<file path="config.mk">
export PLATFORM = sky130hd
export DESIGN_NAME = riscv_v_skid_stage
export DESIGN_NICKNAME = d
export VERILOG_FILES = /design/src/rtl/riscv_v_skid_stage.sv
export SDC_FILE = /design/constraint.sdc
export NUM_CORES = 1
export LEC_CHECK = 0
export ABC_AREA = 1
export BUFFER_PORTS_ARGS = -buffer_cell sky130_fd_sc_hd__buf_4
export CORE_AREA = 2 2 72 74
export DETAILED_ROUTE_END_ITERATION = 16
export DIE_AREA = 0 0 74 76
export GPL_TIMING_DRIVEN = 0
export PLACE_DENSITY = 0.77
export SYNTH_ARGS = -nofsm -noshare
export SYNTH_HDL_FRONTEND = slang
export SYNTH_SLANG_ARGS = --single-unit
</file>
<file path="constraint.sdc">
create_clock -name clk -period 2.5 [get_ports clk]
set_input_delay 0.25 -clock clk [delete_from_list [all_inputs] [get_ports clk]]
set_output_delay 0.25 -clock clk [all_outputs]
set_load 0.01 [all_outputs]
</file>
<file path="src/rtl/riscv_v_skid_stage.sv">
// Purpose: elastic valid/ready stage with 2-entry skid buffer feeding the vector stage chain.
// Latency: 1 cycle from accept to out_data; sustains 1 beat/cycle while out_ready=1.
// Backpressure: in_ready is registered state only (drops when FULL), no path from out_ready.
module riscv_v_skid_stage #(
    parameter int DATA_W = 16,
    parameter int CNT_W  = 8
) (
    input  logic              clk,
    input  logic              rst_n,
    input  logic              flush,
    input  logic              in_valid,
    output logic              in_ready,
    input  logic [DATA_W-1:0] in_data,
    output logic              out_valid,
    input  logic              out_ready,
    output logic [DATA_W-1:0] out_data,
    output logic [1:0]        occupancy,
    output logic [CNT_W-1:0]  drop_cnt
);

    typedef enum logic [1:0] {
        ST_EMPTY = 2'd0,
        ST_ONE   = 2'd1,
        ST_FULL  = 2'd2
    } state_t;

    state_t            r_state;
    state_t            w_state_nxt;
    logic [DATA_W-1:0] r_main;
    logic [DATA_W-1:0] r_skid;
    logic [CNT_W-1:0]  r_drop_cnt;

    logic              w_accept;
    logic              w_send;
    logic              w_main_ld;
    logic              w_main_from_skid;
    logic              w_skid_ld;
    logic [1:0]        w_drop_inc;
    logic [CNT_W:0]    w_drop_sum;
    logic [CNT_W-1:0]  w_drop_nxt;

    // Outputs are gated by rst_n so they read idle throughout the synchronous reset window.
    assign in_ready  = rst_n & (r_state != ST_FULL);
    assign out_valid = rst_n & (r_state != ST_EMPTY);
    assign out_data  = r_main;
    assign occupancy = rst_n ? r_state : 2'd0;
    assign drop_cnt  = r_drop_cnt;

    assign w_accept = in_valid & in_ready;
    assign w_send   = out_valid & out_ready;

    always_comb begin
        w_state_nxt      = r_state;
        w_main_ld        = 1'b0;
        w_main_from_skid = 1'b0;
        w_skid_ld        = 1'b0;
        case (r_state)
            ST_EMPTY: begin
                if (w_accept) begin
                    w_state_nxt = ST_ONE;
                    w_main_ld   = 1'b1;
                end
            end
            ST_ONE: begin
                if (w_accept && w_send) begin
                    w_main_ld = 1'b1;
                end else if (w_accept) begin
                    w_state_nxt = ST_FULL;
                    w_skid_ld   = 1'b1;
                end else if (w_send) begin
                    w_state_nxt = ST_EMPTY;
                end
            end
            ST_FULL: begin
                if (w_send) begin
                    w_state_nxt      = ST_ONE;
                    w_main_ld        = 1'b1;
                    w_main_from_skid = 1'b1;
                end
            end
            default: w_state_nxt = ST_EMPTY;
        endcase
    end

    // A beat sent during flush belongs downstream; everything else held or arriving is lost.
    assign w_drop_inc = r_state - {1'b0, w_send} + {1'b0, w_accept};
    assign w_drop_sum = {1'b0, r_drop_cnt} + {{(CNT_W-1){1'b0}}, w_drop_inc};
    assign w_drop_nxt = w_drop_sum[CNT_W] ? {CNT_W{1'b1}} : w_drop_sum[CNT_W-1:0];

    always_ff @(posedge clk) begin
        if (!rst_n) begin
            r_state    <= ST_EMPTY;
            r_main     <= '0;
            r_skid     <= '0;
            r_drop_cnt <= '0;
        end else if (flush) begin
            r_state    <= ST_EMPTY;
            r_drop_cnt <= w_drop_nxt;
        end else begin
            r_state <= w_state_nxt;
            if (w_main_ld) begin
                r_main <= w_main_from_skid ? r_skid : in_data;
            end
            if (w_skid_ld) begin
                r_skid <= in_data;
            end
        end
    end

endmodule

</file>
# --- Word-level counts from Yosys, hierarchy flattened ---
# Index checks and enable logic that the tools add are counted.
op_classes:
  muxes: 16
  n_bitwise: 6
  n_eq_ne: 7
  n_reduce_logical: 7
  addsub: 3
op_table:
  columns: ["op", "n"]
  rows:
  - ["two-way mux 16 bit", 1]
  - ["two-way mux 2 bit", 6]
  - ["adder 8 x 2 -> 9 bit", 1]
  - ["two-way mux 8 bit", 1]
  - ["!= test 2 bit (second input constant)", 4]
  - ["two-way mux 1 bit", 6]
  - ["case mux 2 bit (3 select lines)", 1]
  - ["AND 1 bit", 4]
  - ["AND reduction 2 bit", 2]
  - ["AND reduction 4 bit", 1]
  - ["!= test 3 bit (second input constant)", 1]
  - ["case mux 1 bit (3 select lines)", 1]
  - ["adder 2 x 1 -> 2 bit", 1]
  - ["equality test 2 x 1 -> 1 bit (second input constant)", 1]
  - ["equality test 2 bit (second input constant)", 1]
  - ["logical NOT 2 bit", 1]
  - ["inverter 1 bit", 2]
  - ["nonzero test 2 bit", 1]
  - ["OR reduction 2 bit", 1]
  - ["subtractor 2 x 1 -> 2 bit", 1]
  - ["logical AND 1 bit", 1]
word_totals:
  in_bits: 21
  regBits: 42
  out_inout_bits: 28
  wordCells: 43

# --- Logic depth before layout (Yosys ltp) ---
# Gate-level depths: netlist of run 1.
depth:
  depth_word: 7
  ltp_mapped: 17
  depth_no_buf: 17

# --- Worst setup path before layout of run 1 ---
# No wires, ideal clock.
synth_timing:
  kind: "reg-to-reg"
  from: "register r_state[1]"
  to: "register r_drop_cnt[7] (netlist: drop_cnt[7])"
  slack_ns: -0.177
  stages_incl_launch_ff: 18
  setup_ns: 0.117
  required_ns: 2.383
  arrival_time_ns: 2.561
  path_buffers: 1
  cell_sequence: "dfxtp_1 -> buf_4 -> nor2_1 -> nor2_1 -> nand2_1 -> ha_1 -> inv_1 -> ha_1 -> xnor2_1 -> xor2_1 -> inv_1 -> fa_1 -> nand2_2 -> nor2_2 -> nand3_1 -> nor2_2 -> nor3_1 -> nor2_1"
synth_between:
  elab_chain_len: 7
  elab_cells_between_ends: 10
  classes_between: "add/sub (3); eq/ne (1); mux (1); bitwise (4); reduce/logical (1)"
synth_rtl:
  columns: ["element", "line_no", "rtl"]
  rows:
  - ["from (decl)", "27", "state_t r_state;"]
  - ["from (signal assigned)", "100", "r_state <= w_state_nxt;"]
  - ["nonzero test 2 bit", "44", "assign out_valid = rst_n & (r_state != ST_EMPTY);"]
  - ["AND 1 bit", "44", null]
  - ["via out_valid", "14", "output logic out_valid,"]
  - ["AND 1 bit", "50", "assign w_send = out_valid & out_ready;"]
  - ["subtractor 2 x 1 -> 2 bit", "86", "assign w_drop_inc = r_state - {1'b0, w_send} + {1'b0, w_accept};"]
  - ["adder 2 x 1 -> 2 bit", "86", null]
  - ["adder 8 x 2 -> 9 bit", "87", "assign w_drop_sum = {1'b0, r_drop_cnt} + {{(CNT_W-1){1'b0}}, w_drop_inc};"]
  - ["two-way mux 8 bit", "88", "assign w_drop_nxt = w_drop_sum[CNT_W] ? {CNT_W{1'b1}} : w_drop_sum[CNT_W-1:0];"]
  - ["to (signal assigned)", "98", "r_drop_cnt <= w_drop_nxt;"]
  - ["to (decl)", "31", "logic [CNT_W-1:0] r_drop_cnt;"]
# The timed path passes the listed nets, and every way through them passes these cells.
# A chain may end at the register's enable or synchronous reset.

# --- Worst setup path after layout of run 1 ---
layout_timing:
  from: "register r_state[0]"
  to: "register r_drop_cnt[4] (netlist: drop_cnt[4])"
layout_between:
  elab_chain_len: 7
  elab_cells_between_ends: 10
  classes_between: "add/sub (3); eq/ne (1); mux (1); bitwise (4); reduce/logical (1)"
layout_rtl:
  columns: ["element", "line_no"]
  rows:
  - ["nonzero test 2 bit", "44"]
  - ["AND 1 bit", "44"]
  - ["AND 1 bit", "50"]
  - ["subtractor 2 x 1 -> 2 bit", "86"]
  - ["adder 2 x 1 -> 2 bit *", "86"]
  - ["adder 8 x 2 -> 9 bit *", "87"]
  - ["two-way mux 8 bit *", "88"]
# Every way passes the cells marked *; elsewhere a longest branch is shown, timed or not.

==> summary.md, run 1 <==
| Metric | Value |
|---|---|
| Die W | roughly 74 um |
| Cell Rows | 26 |
| Total design power | roughly 1.4 mW |
| Vias in the first global route | between 1.5k and 2k |
| DRC viols | 0 |
| Peak Freq | roughly 0.39 GHz |
| WL final | between 4 and 5 mm |
| Clock Tree Buf Depth | 2 |
| Synth area leaders | dfxtp_1 (40%), nand2_1 (12%), inv_1 (8.2%) |
| Core area | 4910 um^2 |
| H-tree Lvls | 2 |
| Status | finished with violations |
| Final Hold Viols | 0 |
| DR vias | around 2.0k |
| Gate Count Post-Synth | 305 |
| Starting DRT DRC Count | around 110 |
| Reg power frac | about half |
| Global-route wire length before repair | approximately 7.6 mm |
| Startpoint Class | flop |
| Sequential area share after synthesis | 40.1% |
| Period utilisation layout | 101% |
| Layout cell share with drive strength beyond 1 | ~28% |
| Crit end category | flop |
| Crit Path Category | flop to flop |
| Routed len/inst | approximately 11 um |
| Total GRT Usage | 17.0% |
| Post-Syn Area per Cell | just under 7 um^2 |
| Mapped Area | 2100 um^2 |
| Nets | just under 400 |
| Clk pin slew, worst setup/hold paths | approximately 0.080 ns |
| Skew final | just over 0.004 ns |
| Required time of the critical path | about 2.7 ns |
| PwrDens | just under 500 nW/um^2 |
| Post-placement cell count | roughly 420 |
| Maxcap violations | 0 |
| Top-area cell type share of the netlist area | roughly 40% |
| Total die area | roughly 5600 um^2 |
| Port bufs | 47 |
| Clock Tree Root | clkbuf_8 |
| Fin. max-slew vios | 0 |
| RSZ-0062 raised after global routing | true |
| Fill cells | ~470 |
| Vias per Instance | roughly 4.5 |
| P_sw | between 300 and 400 uW |
| Internal power | 1.03 mW |
| Setup-failing EPs final | 3 |
| CTS tree | built |
| Hold WC Path Type | primary input to flop |
| Synth Net Count | about 330 |
| Failing checks | setup timing |
| Post-DRT Antenna Nets | 0 |
| Worst-Margin Slew | 0.469 ns |
| Die height | roughly 76 um |
| Area delta synth->final | 34.7% |
| Starting Density | 42.7% |
| Synthesis Warnings | 0 |
| Area of the multi-input gates | between 1000 and 1500 um^2 |
| GP Congestion | 0.821 |
| Hold buffers post-CTS | 0 |
| Remaining global-route overflow | 0 |
| Headroom to the max-slew limit | between 60% and 70% |
| I/O pins | just under 50 |
| Sw Ratio | 26.5% |
| Min Tclk post-route | between 2 and 3 ns |
| CTS sink cnt | 42 |
| Cell Count, Final, Fillers Out | ~440 |
| Clock power share | between 30% and 40% |
| Initial antenna violation count | 0 |
| Maximum vdd drop | 0.260 mV |
| Post-detailed-placement half-perimeter wirelength | 3.34 mm |
| Crit Path Max Fanout | 5 |
| Netlist cell types | 25 |
| R2r setup slk | -0.04 ns |
| Combinational Power Share | between 10% and 20% |
| Post-synthesis register bit count | between 40 and 50 |
| WP data arrival | 2.72 ns |
| Pleak | around 1.4 nW |
| Largest net degree at the start of global routing | 14 |
| Clock buffer count from CTS | 5 |
| Drt pass-1 iters | 4 |
| ANT cells | 0 |
| Synth area leader | dfxtp_1 |
| Seq. cell area | around 850 um^2 |
| Clock network latency to the later pin of the worst-skew pair | ~0.29 ns |
| Worst Slack Setup Final | -0.0358 ns |
## worst max-delay path, stage by stage, from the launching register on
cell and delay, ns:
dfxtp_4 0.38, inv_6 0.08, nand2_2 0.06, nand3_2 0.10, inv_2 0.06, ha_4 0.26, inv_2 0.04, ha_4 0.15
xnor2_2 0.16, xor2_1 0.16, inv_1 0.09, fa_2 0.39, nand2_4 0.11, nor2_4 0.05, buf_4 0.13, xnor2_2 0.14
a21oi_2 0.07
## Yosys cell counts
master	number
nand4_1	2
clkbuf_1	4
nand3_1	8
mux2i_1	2
nand2_1	68
ha_1	7
inv_1	46
nor2_1	39
buf_6	2
o21ai_0	24
a21oi_1	24
nor2_4	1
dfxtp_1	42
buf_2	7
nand2_2	3
o21ai_1	9
xnor2_1	2
nor2_2	2
fa_1	1
nor3_1	1
inv_2	3
xor2_1	4
clkinv_1	1
buf_4	2
nand4_2	1
## routing by layer
metal  vias up  part of all wire (%)  track usage [%]
li1       1052                     -                -
met1       884                    44             20.7
met2        39                    50             28.2
met3         9                   3.9             4.10
met4         0                   2.0             6.55
met5         -                     0                0
## cell families after synthesis
group,count (synthesis),synth area share (%)
AO/OA/AOI/OAI,57,13.6
AND/OR/NAND/NOR,125,24.5
XOR/XNOR,6,2.51
multiplexers,2,0.955
buffers and inverters,65,13.1
flip-flops,42,40.1
adder cells (fa/ha/maj),8,5.13
## area by class of cell
| cell class | instances | share of cell area (%) |
|---|---|---|
| buffer | 14 | 2.84 |
| inverter | 50 | 6.82 |
| clock inverter | 2 | 0.443 |
| timing repair buffer | 55 | 14.6 |
| multi-input combinational | 198 | 39.2 |
| clock buffer | 6 | 2.92 |
| tap | 70 | 3.10 |
| sequential | 42 | 30.0 |
## placed cells by master (no fill, tap or decap), types with 4 or more instances in the layout
| cell type | Yosys | layout |
|---|---|---|
| nand2_1 | 68 | 66 |
| buf_4 | 2 | 56 |
| inv_1 | 46 | 45 |
| dfxtp_1 | 42 | 40 |
| nor2_1 | 39 | 37 |
| nor2_4 | 1 | 5 |
| clkbuf_1 | 4 | 4 |
| clkbuf_8 | 0 | 6 |
| a21oi_1 | 24 | 18 |
| ha_1 | 7 | 5 |
| nand3_1 | 8 | 6 |
| o21ai_0 | 24 | 24 |
| o21ai_1 | 9 | 9 |
| buf_2 | 7 | 7 |
| xor2_1 | 4 | 4 |
| a21oi_2 | 0 | 6 |
## sequential cells by signal, summed over array words and instances (netlist names)
name	count
drop_cnt	8
r_state	2
out_data	16
r_skid	16
## timing repair
| action | 4_1_cts | 5_1_grt |
|---|---|---|
| resized for setup | 6 | 17 |
| buffers inserted | 4 | 4 |
| pin swaps | 3 | 13 |
| setup endpoints to repair | 8 | 8 |
## per-stage QoR
step	setup TNS (ns)	util [%]	instance area, um^2	hold WS [ns]	setup slack, ns
after floorplan	0	-	2140	0.425	0.00270
after global placement	-0.913	52.6	2580	0.433	-0.148
after detailed placement	-1.21	52.6	2580	0.439	-0.192
after CTS	0	55.7	2730	0.229	0.00112
after global routing	-0.942	57.5	2820	0.224	-0.133
final	-0.0635	57.5	2820	0.238	-0.0358
## path summary, 6_finish.rpt
path         startpoint     endpoint  cells past startpoint
max          r_state[0]  drop_cnt[4]                     16
min          in_data[8]    r_skid[8]                      3
min reg2reg   r_skid[5]    r_skid[5]                      2
max reg2reg  r_state[0]  drop_cnt[4]                     16
## power groups by stage
stage               registers [mW]  clock network (mW)  logic (mW)
floorplan                    0.734                   0       0.123
global placement             0.725                   0       0.217
detailed placement           0.726                   0       0.222
CTS                          0.710               0.463       0.230
global route                 0.715               0.496       0.270
finish                       0.711               0.448       0.240
No activity file was read; power rests on OpenSTA's default activity.
==> run 2, diff against run 1 <==
==> config.mk (replaced) <==
export PLATFORM = sky130hd
export DESIGN_NAME = riscv_v_skid_stage
export DESIGN_NICKNAME = d
export VERILOG_FILES = /design/src/rtl/riscv_v_skid_stage.sv
export SDC_FILE = /design/constraint.sdc
export NUM_CORES = 1
export LEC_CHECK = 0
export BUFFER_PORTS_ARGS = -buffer_cell sky130_fd_sc_hd__buf_4
export CORE_AREA = 2 2 70 72
export DETAILED_ROUTE_END_ITERATION = 16
export DIE_AREA = 0 0 72 74
export GPL_TIMING_DRIVEN = 0
export PLACE_DENSITY = 0.82
export SYNTH_ARGS = -nofsm -noshare
export SYNTH_HDL_FRONTEND = slang
export SYNTH_SLANG_ARGS = --single-unit
==> run 2 against run 1 <==
The flow now finishes without violations. Utilization increased by 3.6 points. Die area down 5.3%. First-iteration DRC count increased by 14%. Register-to-register slack gained 0.04 ns. Routed wire length grew 11%. Global-route usage grew 3.8 points. Clock power decreased by 1%. Synthesized area is 1.9% higher. Critical endpoint is now drop_cnt[3]. Largest power group unchanged. Highest routed layer unchanged.
==> summary.md, run 2 <==
| Metric | Value |
|---|---|
| Worst Slack Setup Final | 0.00560 ns (was -0.0358 ns) |
| Period utilisation layout | 99.8% (was 101%) |
| Clock Tree Buf Depth | 2 (unchanged) |
| Top-area cell type share of the netlist area | 39.4% (was 40.1%) |
| Startpoint Class | flop (unchanged) |
| M1 WL | 2.38 mm (was 2.06 mm) |
| Final Hold Viols | 0 (unchanged) |
| CTS tree | built (unchanged) |
| Gate Count Post-Synth | 225 (was 305) |
| ANT cells | 0 (unchanged) |
| Fill cells | 397 (was 474) |
| Synth Net Count | 254 (was 334) |
| Headroom to the max-slew limit | 53.1% (was 68.8%) |
| Drt pass-1 iters | 4 (unchanged) |
| Worst-Margin Slew | 0.703 ns (was 0.469 ns) |
| Post-detailed-placement half-perimeter wirelength | 3.59 mm (was 3.34 mm) |
| CTS sink cnt | 42 (unchanged) |
| Mapped Area | 2130 um^2 (was 2100 um^2) |
| Cell Count, Final, Fillers Out | 341 (was 437) |
| DR top layer | met4 (unchanged) |
| Top FF cell, synth | dfxtp_1 (unchanged) |
| Starting DRT DRC Count | 124 (was 109) |
| Area delta synth->final | 31.6% (was 34.7%) |
| Synth area leader | dfxtp_1 (unchanged) |
| DRC viols | 0 (unchanged) |
| Most frequent cells in the layout | buf_4 (59), dfxtp_1 (40), nand2_1 (36), a211oi_1 (23), a21oi_1 (20) (was nand2_1 (66), buf_4 (56), inv_1 (45), dfxtp_1 (40), nor2_1 (37)) |
| Status | finished clean (was finished with violations) |
| Crit Path Category | flop to flop (unchanged) |
| Post-Syn Area per Cell | 9.49 um^2 (was 6.87 um^2) |
| Dpl ws | -0.0960 ns (was -0.192 ns) |
| Core area | 4600 um^2 (was 4910 um^2) |
| H-tree Lvls | 2 (unchanged) |
| Ys async rst share | 0% (unchanged) |
| Starting Density | 46.4% (was 42.7%) |
| Cell Rows | 25 (was 26) |
| Clock network latency to the later pin of the worst-skew pair | 0.31 ns (was 0.29 ns) |
| Peak Freq | 0.401 GHz (was 0.394 GHz) |
| Min Tclk post-route | 2.49 ns (was 2.54 ns) |
| Post-synthesis register bit count | 42 (unchanged) |
| Metal2 WL | 2.51 mm (was 2.38 mm) |
| Total GRT Usage | 20.8% (was 17.0%) |
| Skew final | 0.00640 ns (was 0.00414 ns) |
| Synthesis Warnings | 0 (unchanged) |
| Largest net degree at the start of global routing | 15 (was 14) |
| EDFF count, synth | 0 (unchanged) |
| Top-count cell post-synth | dfxtp_1 (was nand2_1) |
| Vias in the first global route | 1793 (was 1761) |
| Top post-synthesis cells by count | dfxtp_1 (42), nand2_1 (37), a211oi_1 (23) (was nand2_1 (68), inv_1 (46), dfxtp_1 (42)) |
| DR vias | 1888 (was 1984) |
| Pleak | 1.17 nW (was 1.40 nW) |
| Fin. max-slew vios | 0 (unchanged) |
| Remaining global-route overflow | 0 (unchanged) |
| Die W | 72 um (was 74 um) |
| Met3 WL | 242 um (was 184 um) |
| Sequential area share after synthesis | 39.4% (was 40.1%) |
| Maximum vdd drop | 0.222 mV (was 0.260 mV) |
| Required time of the critical path | 2.72 ns (was 2.68 ns) |
| Die height | 74 um (was 76 um) |
| Hold WC Path Type | primary input to flop (unchanged) |
| RSZ-0062 raised after global routing | true (unchanged) |
| Post-DRT Antenna Nets | 0 (unchanged) |
| Total die area | 5330 um^2 (was 5620 um^2) |
| Vias per Instance | 5.54 (was 4.54) |
| Synth area leaders | dfxtp_1 (39%), mux2i_1 (8.9%), a211oi_1 (8.1%) (was dfxtp_1 (40%), nand2_1 (12%), inv_1 (8.2%)) |
| Layout cell share with drive strength beyond 1 | 37.6% (was 28.3%) |
| GP Congestion | 0.778 (was 0.821) |
| Crit Path Max Fanout | 4 (was 5) |
| Hold buffers post-CTS | 0 (unchanged) |
| Clock Tree Root | clkbuf_8 (unchanged) |
| Most common cell after layout, fill and taps aside | buf_4 (was nand2_1) |
| I/O pins | 49 (unchanged) |
| PwrDens | 479 nW/um^2 (was 495 nW/um^2) |
| Clock buffer count from CTS | 5 (unchanged) |
| Port bufs | 47 (unchanged) |
| Nets | 315 (was 395) |
| Maxcap violations | 0 (unchanged) |
| Routed len/inst | 15.3 um (was 10.8 um) |
| Netlist cell types | 39 (was 25) |
| WP data arrival | 2.72 ns (about the same) |
| Seq. cell area | 848 um^2 (unchanged) |
| Setup-failing EPs final | 0 (was 3) |
| Crit end category | flop (unchanged) |
| Total design power | 1.35 mW (was 1.40 mW) |
| Post-placement cell count | 326 (was 422) |
| Global-route wire length before repair | 8.58 mm (was 7.65 mm) |
| Clk pin slew, worst setup/hold paths | 0.08 ns (about the same) |
| WL final | 5.22 mm (was 4.72 mm) |
| Area of the multi-input gates | 1260 um^2 (was 1110 um^2) |
| Initial antenna violation count | 0 (unchanged) |
-- run 2: cell count changes in the layout (fill, tap and decap cells not counted), moves of 9 or more --
| cell | change |
|---|---|
| a211oi_1 | +23 |
| inv_1 | -41 |
| mux2i_1 | +17 |
| nor2_1 | -35 |
| o21ai_1 | -9 |
| nand2_1 | -30 |
| a211oi_2 | +10 |
| o21ai_0 | -21 |
-- run 2: area by class of cell --
type	instances	share of cell area, %
multi-input combinational	159	44.8
sequential	42	30.2
timing repair buffer	56	15.0
buffer	17	3.74
clock buffer	5	2.45
tap	54	2.41
clock inverter	3	0.757
inverter	5	0.668
-- run 2: final timing paths --
check                            startpoint           to  slack [ns]  cells past startpoint
worst max-delay path             r_state[0]  drop_cnt[3]       0.006                     12
worst min-delay path            in_data[11]   r_skid[11]        0.19                      3
worst max register to register   r_state[0]  drop_cnt[3]       0.006                     12
worst min register to register   r_skid[14]   r_skid[14]        0.46                      2
-- run 2: report_power, final --
part	total (mW)	internal (mW)	switching (mW)
combinational	0.202	0.102	0.0995
clock	0.443	0.196	0.247
sequential	0.700	0.686	0.0140
total	1.35	0.985	0.361
-- run 2: critical path, stage by stage (launching register included) --
cell and delay, ns:
dfxtp_4 0.37, nand2b_4 0.14, and3_4 0.18, ha_4 0.25, inv_2 0.03, ha_4 0.16
xnor2_4 0.13, xnor2_2 0.16, ha_1 0.30, a21oi_2 0.06, buf_4 0.15, or3_1 0.31
a31oi_1 0.16
-- run 2: logic make-up (layout without fill, tap and decap cells) --
kind of cell	count (synthesis)	count (layout)	share of synthesized area, %
AOI/OAI and AO/OA	65	65	22.7
adders and majority gates	8	8	5.04
and+or+nand+nor	64	64	15.8
muxes	20	20	9.61
DFF	42	42	39.4
buffers and inverters	24	86	6.68
xor gates and xnor gates	2	2	0.821
-- run 2: per-layer routing --
layer	up-vias	GRT usage (%)
met3	10	5.01
met5	-	0
li1	936	-
met2	40	34.9
met1	902	26.5
met4	0	6.92
-- run 2: timing repair --
action / in CTS / in global routing
pin swaps: 10 / 8
buffers inserted: 8 / 1
setup endpoints to repair: 7 / 4
resized for setup: 7 / 8
-- run 2: stage by stage --
step                      setup TNS (ns)  hold slack, ns  util, %  area [um^2]
after CTS                              0           0.187     60.3         2770
final                                  0           0.192     61.1         2810
after global placement            -0.263           0.441     56.5         2600
after global routing              -0.131           0.190     61.1         2810
after floorplan                        0           0.386        -         2180
after detailed placement          -0.433           0.446     56.5         2600
==> run 3, diff against run 2 <==
--- a/config.mk
+++ b/config.mk
@@ -10,6 +10,7 @@
 export DETAILED_ROUTE_END_ITERATION = 16
 export DIE_AREA = 0 0 72 74
 export GPL_TIMING_DRIVEN = 0
+export MAX_ROUTING_LAYER = met4
 export PLACE_DENSITY = 0.82
 export SYNTH_ARGS = -nofsm -noshare
 export SYNTH_HDL_FRONTEND = slang
==> run 3 against run 2 <==
Routed wire length is 0.42% lower. Setup slack gained 0.0030 ns. Critical endpoint unchanged. Highest routed layer unchanged. Global-route usage increased by 0.66 points.
==> summary.md, run 3 (same netlist as run 2, synthesis figures left out) <==
| Metric | Value |
|---|---|
| Clk pin slew, worst setup/hold paths | 0.08 ns (about the same) |
| Sw Ratio | 26.8% (about the same) |
| H-tree Lvls | 2 (unchanged) |
| Clock power share | 32.9% (about the same) |
| Total die area | 5330 um^2 (unchanged) |
| Clock buffer count from CTS | 5 (unchanged) |
| Maxcap violations | 0 (unchanged) |
| Drt pass-1 iters | 4 (unchanged) |
| Seq. cell area | 848 um^2 (unchanged) |
| P_sw | 360 uW (was 361 uW) |
| CTS tree | built (unchanged) |
| Starting Density | 46.4% (unchanged) |
| Setup-failing EPs final | 0 (unchanged) |
| Required time of the critical path | 2.72 ns (about the same) |
| ANT cells | 0 (unchanged) |
| Core area | 4600 um^2 (unchanged) |
| Area delta synth->final | 31.6% (unchanged) |
| Skew final | 0.00413 ns (was 0.00640 ns) |
| Global-route wire length before repair | 8.57 mm (was 8.58 mm) |
| WL final | 5.20 mm (was 5.22 mm) |
| CTS sink cnt | 42 (unchanged) |
| Setup TNS | 0 ns (unchanged) |
| Post-DRT Antenna Nets | 0 (unchanged) |
| Hold WC Path Type | primary input to flop (unchanged) |
| Die height | 74 um (unchanged) |
| Worst-Margin Slew | 0.712 ns (was 0.703 ns) |
| Crit end category | flop (unchanged) |
| Combinational Power Share | 15.0% (about the same) |
| WP data arrival | 2.71 ns (was 2.72 ns) |
| Reg power frac | 52.1% (about the same) |
| Routed len/inst | 15.2 um (was 15.3 um) |
| Internal power | 985 uW (about the same) |
| Pleak | 1.17 nW (unchanged) |
| DRC viols | 0 (unchanged) |
| GP Congestion | 0.789 (was 0.778) |
| Most common cell after layout, fill and taps aside | buf_4 (unchanged) |
| Vias in the first global route | 1793 (unchanged) |
| Source of the critical timing path | r_state[0] (unchanged) |
| Remaining global-route overflow | 0 (unchanged) |
| RSZ-0062 raised after global routing | true (unchanged) |
| Clock Tree Root | clkbuf_8 (unchanged) |
| Fin. max-slew vios | 0 (unchanged) |
| Fill cells | 397 (unchanged) |
| HP Start | in_data[1] (was in_data[11]) |
| Die W | 72 um (unchanged) |
| Min Tclk post-route | 2.49 ns (about the same) |
| Initial antenna violation count | 0 (unchanged) |
| Hold buffers post-CTS | 0 (unchanged) |
| PwrDens | 479 nW/um^2 (about the same) |
| Total GRT Usage | 21.5% (was 20.8%) |
| Cell area after placement | 2600 um^2 (unchanged) |
| Clock Tree Buf Depth | 2 (unchanged) |
| RR Startpoint | r_state[0] (unchanged) |
| Most frequent cells in the layout | buf_4 (59), dfxtp_1 (40), nand2_1 (36), a211oi_1 (23), a21oi_1 (20) (unchanged) |
| Nets | 315 (unchanged) |
| Cell Rows | 25 (unchanged) |
| Startpoint Class | flop (unchanged) |
| Final Hold Viols | 0 (unchanged) |
| Peak Freq | 0.401 GHz (about the same) |
| Port bufs | 47 (unchanged) |
| Headroom to the max-slew limit | 52.5% (was 53.1%) |
| Crit Path Category | flop to flop (unchanged) |
| Largest net degree at the start of global routing | 15 (unchanged) |
| Layout cell share with drive strength beyond 1 | 37.6% (unchanged) |
| Clock network latency to the later pin of the worst-skew pair | 0.30 ns (was 0.31 ns) |
| Crit Path Max Fanout | 4 (unchanged) |
| Period utilisation layout | 99.7% (was 99.8%) |
| DR vias | 1897 (was 1888) |
| Vias per Instance | 5.56 (was 5.54) |
| Area of the multi-input gates | 1260 um^2 (unchanged) |
| Status | finished clean (unchanged) |
| Starting DRT DRC Count | 125 (was 124) |
| Maximum vdd drop | 0.222 mV (about the same) |
| I/O pins | 49 (unchanged) |
| Post-detailed-placement half-perimeter wirelength | 3.59 mm (unchanged) |
| Post-route design area | 2810 um^2 (unchanged) |
run 3: cell counts in the layout (fill, tap and decap cells not counted):
Identical to the previous run, type by type.
run 3: metal layers:
| layer | vias to the layer above | wire length [um] | part of all wire, % | global-route usage, % |
|---|---|---|---|---|
| met2 | 44 | 2500 | 48 | 34.9 |
| met5 | - | 0 | 0 | - |
| met3 | 12 | 243 | 4.7 | 5.01 |
| met1 | 902 | 2370 | 46 | 26.5 |
| met4 | 0 | 88 | 1.7 | 6.92 |
| li1 | 939 | - | - | - |
run 3: layout make-up:
cell class	count	area share (%)
plain buffers	17	3.74
clock buffers	5	2.45
clock inverters	3	0.757
inverters	5	0.668
multi-input cells	159	44.8
flip-flops and latches	42	30.2
well taps	54	2.41
repair buffers	56	15.0
run 3: worst paths after layout:
check | endpoint | slack (ns) | depth (start not counted)
max | drop_cnt[3] | 0.009 | 12
min | r_skid[1] | 0.20 | 3
max reg2reg | drop_cnt[3] | 0.009 | 12
min reg2reg | r_skid[14] | 0.46 | 2
run 3: worst max-delay path, cell delays in order (launching register included):
cell	delay, ns
dfxtp_4	0.37
nand2b_4	0.14
and3_4	0.18
ha_4	0.25
inv_2	0.03
ha_4	0.16
xnor2_4	0.13
xnor2_2	0.16
ha_1	0.30
a21oi_2	0.06
buf_4	0.15
or3_1	0.31
a31oi_1	0.16
run 3: power by group through the flow:
| stage | clock (mW) | sequential, mW | combinational [mW] |
|---|---|---|---|
| after floorplan | 0 | 0.722 | 0.103 |
| after global placement | 0 | 0.717 | 0.185 |
| after detailed placement | 0 | 0.717 | 0.189 |
| after CTS | 0.455 | 0.701 | 0.197 |
| after global routing | 0.477 | 0.703 | 0.220 |
| final | 0.443 | 0.700 | 0.202 |
run 3: what timing repair did:
item                       in CTS  in global routing
buffers inserted                8                  1
gates cloned                    0                  0
setup endpoints to repair       7                  4
pin swaps                      10                  8
gates resized for setup         7                  8
run 3: stage by stage:
step	hold slack [ns]	total power [mW]	instances	setup slack [ns]	utilization, %
2_1_floorplan	0.386	0.826	225	0.0182	-
3_3_place_gp	0.441	0.902	326	-0.0655	56.5
3_5_place_dp	0.446	0.906	326	-0.0960	56.5
4_1_cts	0.187	1.35	341	0.00305	60.3
5_1_grt	0.190	1.40	341	-0.103	61.1
6_report	0.196	1.34	341	0.00859	61.1
